--- src/rtl/axis_detector_packer_if.sv ---
// AXI4-Stream style bundle (tdata/tvalid/tready/tlast) with a width parameter.
// master drives tdata/tvalid/tlast and samples tready; slave is the mirror.
// Used for both the 128-bit event input and the 32-bit word output.
interface axis_detector_packer_if #(
  parameter int W = 32
);
  logic [W-1:0] tdata;
  logic         tvalid;
  logic         tready;
  logic         tlast;

  modport master (output tdata, tvalid, tlast, input tready);
  modport slave  (input tdata, tvalid, tlast, output tready);
endinterface

--- src/rtl/axis_detector_packer.sv ---
// Buffers 128-bit {time,hits} detector events in a FIFO and serializes each into four 32-bit
// AXI4-Stream words, closing a packet with tlast every cfg_data events.
// Ports: aclk/aresetn (sync, active-low), cfg_data (events per packet, 0 means 1),
// s_axis (event input; tready is tied high, events arriving while full are dropped),
// m_axis (word output, full valid/ready), sts_data (saturating dropped-event count).
// Latency: 2 cycles from event strobe to word 0 when idle; 4 cycles per event at full rate.
module axis_detector_packer #(
  parameter int FIFO_DEPTH = 16
) (
  input  logic                          aclk,
  input  logic                          aresetn,
  input  logic [15:0]                   cfg_data,
  axis_detector_packer_if.slave         s_axis,
  axis_detector_packer_if.master        m_axis,
  output logic [31:0]                   sts_data
);

  localparam int AW = $clog2(FIFO_DEPTH);
  localparam logic [AW:0] PTR_ONE = {{AW{1'b0}}, 1'b1};

  typedef enum logic {ST_IDLE, ST_SEND} state_t;

  state_t        state;
  state_t        state_nxt;

  logic [127:0]  mem [FIFO_DEPTH];
  logic [AW:0]   wr_ptr;
  logic [AW:0]   rd_ptr;
  logic          fifo_full;
  logic          fifo_empty;
  logic          push;
  logic          drop;
  logic          pop;
  logic [127:0]  head;

  logic [127:0]  hold;
  logic [1:0]    idx;
  logic [1:0]    idx_inc;
  logic [15:0]   ev_cnt;
  logic [15:0]   pkt_len;
  logic [15:0]   cfg_len;
  logic          xfer;
  logic          last_event;
  logic          pkt_start;

  logic [31:0]   tdata_r;
  logic          tvalid_r;
  logic          tlast_r;

  // The input stream has no flow control; overflow is handled by dropping.
  assign s_axis.tready = 1'b1;

  logic unused_s_tlast;
  assign unused_s_tlast = s_axis.tlast;

  assign m_axis.tdata  = tdata_r;
  assign m_axis.tvalid = tvalid_r;
  assign m_axis.tlast  = tlast_r;

  // Extra pointer MSB distinguishes full from empty when the index bits match.
  assign fifo_empty = (wr_ptr == rd_ptr);
  assign fifo_full  = (wr_ptr[AW] != rd_ptr[AW]) && (wr_ptr[AW-1:0] == rd_ptr[AW-1:0]);
  assign head       = mem[rd_ptr[AW-1:0]];

  // Full is judged on start-of-cycle occupancy, so a same-cycle pop never rescues an event.
  assign push = s_axis.tvalid & ~fifo_full;
  assign drop = s_axis.tvalid & fifo_full;

  assign xfer       = tvalid_r & m_axis.tready;
  assign idx_inc    = idx + 2'd1;
  assign cfg_len    = (cfg_data == 16'd0) ? 16'd1 : cfg_data;
  assign last_event = (ev_cnt == pkt_len - 16'd1);
  // A pop in SEND follows word 3, so the next event opens a packet exactly when
  // the current one closes; in IDLE the counter already tells us.
  assign pkt_start  = (state == ST_SEND) ? last_event : (ev_cnt == 16'd0);

  always_ff @(posedge aclk) begin
    if (!aresetn) begin
      state <= ST_IDLE;
    end else begin
      state <= state_nxt;
    end
  end

  always_comb begin
    state_nxt = state;
    pop       = 1'b0;
    case (state)
      ST_IDLE: begin
        if (!fifo_empty) begin
          pop       = 1'b1;
          state_nxt = ST_SEND;
        end
      end
      ST_SEND: begin
        if (xfer && idx == 2'd3) begin
          if (!fifo_empty) begin
            pop = 1'b1;
          end else begin
            state_nxt = ST_IDLE;
          end
        end
      end
      default: state_nxt = ST_IDLE;
    endcase
  end

  always_ff @(posedge aclk) begin
    if (push) begin
      mem[wr_ptr[AW-1:0]] <= s_axis.tdata;
    end
  end

  always_ff @(posedge aclk) begin
    if (!aresetn) begin
      wr_ptr   <= '0;
      rd_ptr   <= '0;
      hold     <= '0;
      idx      <= 2'd0;
      ev_cnt   <= 16'd0;
      pkt_len  <= 16'd1;
      tdata_r  <= 32'd0;
      tvalid_r <= 1'b0;
      tlast_r  <= 1'b0;
      sts_data <= 32'd0;
    end else begin
      if (push) begin
        wr_ptr <= wr_ptr + PTR_ONE;
      end
      if (pop) begin
        rd_ptr <= rd_ptr + PTR_ONE;
      end
      if (drop && sts_data != 32'hFFFF_FFFF) begin
        sts_data <= sts_data + 32'd1;
      end
      if (xfer && idx == 2'd3) begin
        ev_cnt <= last_event ? 16'd0 : ev_cnt + 16'd1;
      end

      if (pop) begin
        hold     <= head;
        idx      <= 2'd0;
        tdata_r  <= head[31:0];
        tvalid_r <= 1'b1;
        tlast_r  <= 1'b0;
        if (pkt_start) begin
          pkt_len <= cfg_len;
        end
      end else if (xfer) begin
        if (idx == 2'd3) begin
          tvalid_r <= 1'b0;
          tlast_r  <= 1'b0;
        end else begin
          idx     <= idx_inc;
          tdata_r <= hold[{idx_inc, 5'd0} +: 32];
          // Only word 3 of the packet's final event carries tlast.
          tlast_r <= (idx_inc == 2'd3) && last_event;
        end
      end
    end
  end

endmodule

--- src/flat_wrapper.sv ---
// flat-port wrapper written by rule: the top's interface ports become plain ports
module axis_detector_packer_flat 
#(
  parameter int FIFO_DEPTH = 16
)
  (aclk, aresetn, cfg_data, sts_data, s_axis_tdata, s_axis_tvalid, s_axis_tlast, s_axis_tready, m_axis_tdata, m_axis_tvalid, m_axis_tlast, m_axis_tready);
  axis_detector_packer_if #(.W(128)) s_axis_i ();
  axis_detector_packer_if #(.W(32)) m_axis_i ();
  input  logic aclk;
  input  logic aresetn;
  input  logic [15:0] cfg_data;
  output logic [31:0] sts_data;
  input wire logic [$bits(s_axis_i.tdata)-1:0] s_axis_tdata;
  input wire logic [$bits(s_axis_i.tvalid)-1:0] s_axis_tvalid;
  input wire logic [$bits(s_axis_i.tlast)-1:0] s_axis_tlast;
  output wire logic [$bits(s_axis_i.tready)-1:0] s_axis_tready;
  output wire logic [$bits(m_axis_i.tdata)-1:0] m_axis_tdata;
  output wire logic [$bits(m_axis_i.tvalid)-1:0] m_axis_tvalid;
  output wire logic [$bits(m_axis_i.tlast)-1:0] m_axis_tlast;
  input wire logic [$bits(m_axis_i.tready)-1:0] m_axis_tready;
  assign s_axis_i.tdata = s_axis_tdata;
  assign s_axis_i.tvalid = s_axis_tvalid;
  assign s_axis_i.tlast = s_axis_tlast;
  assign s_axis_tready = s_axis_i.tready;
  assign m_axis_tdata = m_axis_i.tdata;
  assign m_axis_tvalid = m_axis_i.tvalid;
  assign m_axis_tlast = m_axis_i.tlast;
  assign m_axis_i.tready = m_axis_tready;
  axis_detector_packer #(.FIFO_DEPTH(FIFO_DEPTH)) u_core (.aclk(aclk), .aresetn(aresetn), .cfg_data(cfg_data), .s_axis(s_axis_i), .m_axis(m_axis_i), .sts_data(sts_data));
endmodule
--- config.mk ---
export PLATFORM = sky130hd
export DESIGN_NAME = axis_detector_packer_flat
export DESIGN_NICKNAME = d
export VERILOG_FILES = /design/src/rtl/axis_detector_packer_if.sv /design/src/rtl/axis_detector_packer.sv /design/src/flat_wrapper.sv
export SDC_FILE = /design/constraint.sdc
export NUM_CORES = 2
export LEC_CHECK = 0
export CORE_MARGIN = 8
export CORE_UTILIZATION = 50
export DETAILED_ROUTE_END_ITERATION = 8
export PLACE_DENSITY = 0.76
export SETUP_SLACK_MARGIN = 0.5
export SYNTH_ARGS = -nofsm -noshare
export SYNTH_HDL_FRONTEND = slang
export SYNTH_SLANG_ARGS = --single-unit
--- constraint.sdc ---
create_clock -name aclk -period 23.7 [get_ports aclk]
set_input_delay 2.37 -clock aclk [delete_from_list [all_inputs] [get_ports aclk]]
set_output_delay 2.37 -clock aclk [all_outputs]
set_load 0.05 [all_outputs]
# Yosys cells after proc, flatten, opt, wreduce, memory -nomap -nowiden
# Memory sizes are Yosys's and may differ from the RTL's. A register that Yosys moved wholly into a read port is not among the register bits.
# Cells that the tools add are included.
# totals
regBits	239
latchBits	0
ramBits	2048
rom_bits	0
inputBits	149
output_inout_bits	67
word_cells	66
n_memories	1
# classes
add_sub_neg	6
multipliers	0
n_div	0
n_lt_le_gt_ge	0
eq_ne	8
shifts	1
muxes	19
n_bitwise	7
n_reduce_logical	13
# memory_table
name	depth	word_bits	read_ports	rd_clocked_by_memory_dff	wr	line_no	rtl
u_core.mem	16	128	1	1	1	axis_detector_packer.sv:26	logic [127:0] mem [FIFO_DEPTH];
# ops
operator	count
128-bit by 8-bit indexed part select with 32-bit output	1
32-bit 2-to-1 mux	3
32-bit by 1-bit adder with 32-bit output (second input constant)	1
16-bit logical NOT	2
16-bit 2-to-1 mux	2
32-bit != test (second input constant)	1
16-bit by 1-bit adder with 16-bit output (second input constant)	1
16-bit equality test	1
16-bit by 1-bit subtractor with 16-bit output (second input constant)	1
5-bit by 1-bit adder with 5-bit output (second input constant)	2
1-bit 2-to-1 mux	10
4-bit 2-to-1 mux	2
2-bit AND reduction	4
5-bit equality test	1
2-bit equality test (second input constant)	2
4-bit equality test	1
1-bit logical AND	4
1-bit NOT	4
1-bit one-hot mux with 2 select lines	2
2-bit nonzero test	2
1-bit AND	3
2-bit by 1-bit adder with 2-bit output (second input constant)	1
2-bit by 1-bit != test with 1-bit output (second input constant)	1
2-bit OR reduction	1
1-bit != test	1

# Logic depth before layout (Yosys ltp)
# depth
ltp_word	6
mapped_depth	11
depth_no_buf	9

# Least setup slack after synthesis
# Ideal clock, no wire load.
# synth_timing
path_type	input-to-reg
startpoint	input port s_axis_tvalid
endpoint	memory u_core.mem[3][0] (enable)
setup_ns	0.772
arrival_ns	11.527
required_ns	22.928
path_slack_ns	11.401
stages	4
n_path_buf	1
cell_sequence	o21a_1 > clkbuf_1 > nand2_1 > nor3_1
# synth_via
elab_chain_len	3
# synth_lines
item	line_no	rtl
start: declaration	flat_wrapper.sv:14	input wire logic [$bits(s_axis_i.tvalid)-1:0] s_axis_tvalid;
1-bit AND	axis_detector_packer.sv:66	assign push = s_axis.tvalid & ~fifo_full;
1-bit 2-to-1 mux	axis_detector_packer.sv:109	if (push) begin
1-bit 2-to-1 mux (implied by the code)	axis_detector_packer.sv:110	mem[wr_ptr[AW-1:0]] <= s_axis.tdata;
end: declaration	axis_detector_packer.sv:26	
# No other way between the ends.

# Worst setup path after layout
# layout_timing
startpoint	input port s_axis_tvalid
endpoint	memory u_core.mem[11][42] (enable)
# The elaborated chain is that of the path after synthesis.

==> impl_metrics.tcl <==
set metrics [dict create \
    status "completed" \
    rsz0062_at_grt "no" \
    dp_hpwl_mm 112.0 \
    async_flop_share 0 \
    synth_top_family_by_area "multiplexers" \
    crit_type "input port to flop" \
    grt_pass1_wl_mm 308.2 \
    skew_ns 0.02406 \
    irDropWorstVdd_v 0.00009723 \
    critical-path-top-delay-family "buffers and inverters" \
    ys_warn_count 0 \
    leakage_nw 30.08 \
    root_buffer "clkbuf_16" \
    wl_met1_mm 79.08 \
    nNetsFinal 4576 \
    dr.pass1.iters 6 \
    post-cts-setup-buffers 0 \
    drv_slew 0 \
    synth_compound_area_frac 0.01726 \
    synthAdderAreaFrac 0.001578 \
    grt_usage 0.2251 \
    avgViaCountPerCell 6.262 \
    fin_crit_ns 5.744 \
    clockPowerShare 0.328 \
    worstHoldStart "u_core.hold[44]" \
    seqPwrFrac 0.465 \
    cts-hold-fix-buffers 0 \
    cp_cell_sequence "clkdlybuf4s50_1 -> o21a_1 -> nand2_1 -> nor2_4 -> buf_4 -> buf_4" \
    ctsLongestPathBuffers 3 \
    cp_slowest_cell "nor2_4" \
    p_int_mw 7.418 \
    overflow 0 \
    drtAntennaViolNets 0 \
    hp-class "flop to flop" \
    wl_met3_mm 19.39 \
    grt_pass1_vias 43830 \
    path_common_cell "buf_4" \
    placed_cell_area_um2 92160 \
    synthMuxAreaShare 0.1727 \
    dr_wl_met2_mm 106.0 \
    htreeDepth 4 \
    grt_max_degree 109 \
    die_area_um2 188000 \
    synth-main-ff-cell "edfxtp_1" \
    die_height_um 433.6 \
    netlist_instances 4148 \
    clk_latency_ns 0.86 \
    routed_wl_mm 213.9 \
    crit_path_start "s_axis_tvalid" \
    ioPinCount 216 \
    drive_gt1_frac 0.2387 \
    core_um2 173600 \
    cp.required_ns 24.16 \
    maxCapViolations 0 \
    synth-edff-count 2048 \
    cts_made_buffers 212 \
    ys_ff_latch 2291 \
    drc 0 \
    setup-tns-final_ns 0 \
    syn_to_final_growth_pct 13.65 \
    setup_violations 0 \
    clkTransAtPathRegs_ns 0.06 \
    critPathMaxFanout 44 \
    startpoint_type "input port" \
    routedWlPerCell_um 30.80 \
    ys_types 57 \
    synthesis.nets 4308 \
    start_util 0.5023 \
    post_synth_xor_area_fraction 0.006528 \
    cpPeakStageDelay_ns 0.94 \
    tightest_slew_ns 1.302 \
    end_kind "flop" \
    yosys.area_share.simple 0.02966 \
    num_rows 153 \
    io_buffers 213 \
    ctsResizeCount 0 \
    die_w_um 433.6 \
    maxUsedRoutingLayer "met5" \
    period_share 0.2423 \
    power_switching_mw 2.802 \
    cp_data_arrival_time_ns 6.21 \
    syn_area_um2 87210 \
    syn_area_per_cell_um2 21.02 \
    cts_sinks 2291 \
    ys_seq_area_frac 0.7610 \
    gp_congestion 0.8163 \
    final_util 0.5708 \
    slew_headroom 0.1321 \
    antenna_found_initial 44 \
    cts_tree "yes" \
    p_comb_frac 0.207 \
    switching_share 0.2742 \
    final_hold_viol_count 0 \
    p_per_area_nw_per_um2 103.1 \
    vias 43490 \
    max_freq_mhz 174.1 \
    crit_buf_inv 3 \
    drt_iter0_drc 5777 \
    final_area_um2 99110 \
]
## synthesized netlist by cell type, types with 4 or more instances
cell type	instances	area, µm²
a211oi_1	22	165.2
a21oi_1	125	625.6
a21oi_2	9	78.83
a31oi_1	29	181.4
and3_1	10	62.56
and4_1	8	70.07
buf_1	52	195.2
buf_2	8	40.04
clkbuf_1	168	630.6
dfxtp_1	243	4865
edfxtp_1	2048	61500
ha_1	11	137.6
inv_1	19	71.32
mux2i_1	17	170.2
mux4_2	661	14890
nand2_1	279	1047
nand2b_1	4	25.02
nand3_1	39	195.2
nand4_1	19	118.9
nor2_1	152	570.6
nor2b_1	13	81.33
nor3_1	20	100.1
nor4_1	11	68.82
o21ai_0	52	260.3
o21ai_1	11	55.05
or3_1	13	81.33
xnor2_1	42	367.9
xor2_1	23	201.4
## per-stage QoR
step                instances  total power [mW]  hold slack, ns  setup WS (ns)
finish                   6945             10.22          0.4542          17.96
global route             6932             10.55          0.4702          17.83
CTS                      6924             10.28          0.4530          17.99
detailed placement       6527             6.949          0.4438          17.10
global placement         6527             6.915          0.4425          17.15
floorplan                4148             6.275          0.4309          11.40
## layer usage
metal  up-vias  track usage
li1      17640            -
met1     23000       0.2962
met2      2405       0.3697
met3       419      0.04742
met4        28      0.09152
met5         -            0
## kinds of logic after synthesis
| kind of cell | after synthesis |
|---|---|
| XOR/XNOR | 65 |
| multiplexers | 678 |
| AND/OR/NAND/NOR | 586 |
| other | 1 |
| AO/OA/AOI/OAI | 264 |
| buffers and inverters | 252 |
| flip-flops | 2291 |
| adder cells (fa/ha/maj) | 11 |
## cell usage in the layout, fill, tap and decap left out, types with 13 or more instances in the layout
master and n:
dfxtp_1 238, clkbuf_16 214, clkinv_2 38, buf_4 65, nor3_1 16, a211oi_1 22
nand2_1 279, a31oi_1 29, nor2_4 13, nand4_1 19, or3_1 13, clkbuf_1 49
nor2_1 139, mux2i_1 17, mux4_2 661, nor2b_1 13, nand3_1 39, diode_2 21
a21oi_1 124, clkinv_1 29, inv_1 18, clkbuf_8 26, edfxtp_1 2048, o21ai_0 51
xnor2_1 42, xor2_1 23, clkdlybuf4s50_1 212
## registers in the layout (all words and copies together), names as in the netlist, 2 cells and up, named ones only
signal,cells
u_core.ev_cnt,16
u_core.hold,128
u_core.idx,2
u_core.m_axis.tdata,32
u_core.mem,2048
u_core.pkt_len,16
u_core.rd_ptr,5
u_core.sts_data,32
u_core.wr_ptr,5
## tightest hold or removal path: stages, from the launching register on
cell     delay [ns]
dfxtp_1        0.30
nand2_1        0.05
a21oi_1        0.05
## power by group through the flow
stage / registers (mW) / clock network (mW) / logic, mW
CTS: 4.75 / 3.39 / 2.14
floorplan: 4.82 / 0 / 1.46
global route: 4.76 / 3.54 / 2.25
finish: 4.75 / 3.35 / 2.12
global placement: 4.82 / 0 / 2.09
detailed placement: 4.83 / 0 / 2.12
## final timing paths
check	to	cells after the start	slack (ns)
worst min register to register	u_core.hold[44]	2	0.45
worst max register to register	u_core.hold[49]	7	18.68
worst max-delay path	u_core.mem[11][42]	6	17.96
worst min-delay path	u_core.hold[44]	2	0.45
## cell type report
type / instances / area (µm²)
antenna: 21 / 52.55
clock buffer: 289 / 5897
clock inverter: 108 / 999.7
fill: 12170 / 74520
inverter: 19 / 76.32
multi-input combinational: 1605 / 20000
sequential: 2291 / 66380
tap: 2325 / 2909
timing repair buffer: 287 / 2795
No activity file was read; power rests on OpenSTA's default activity.
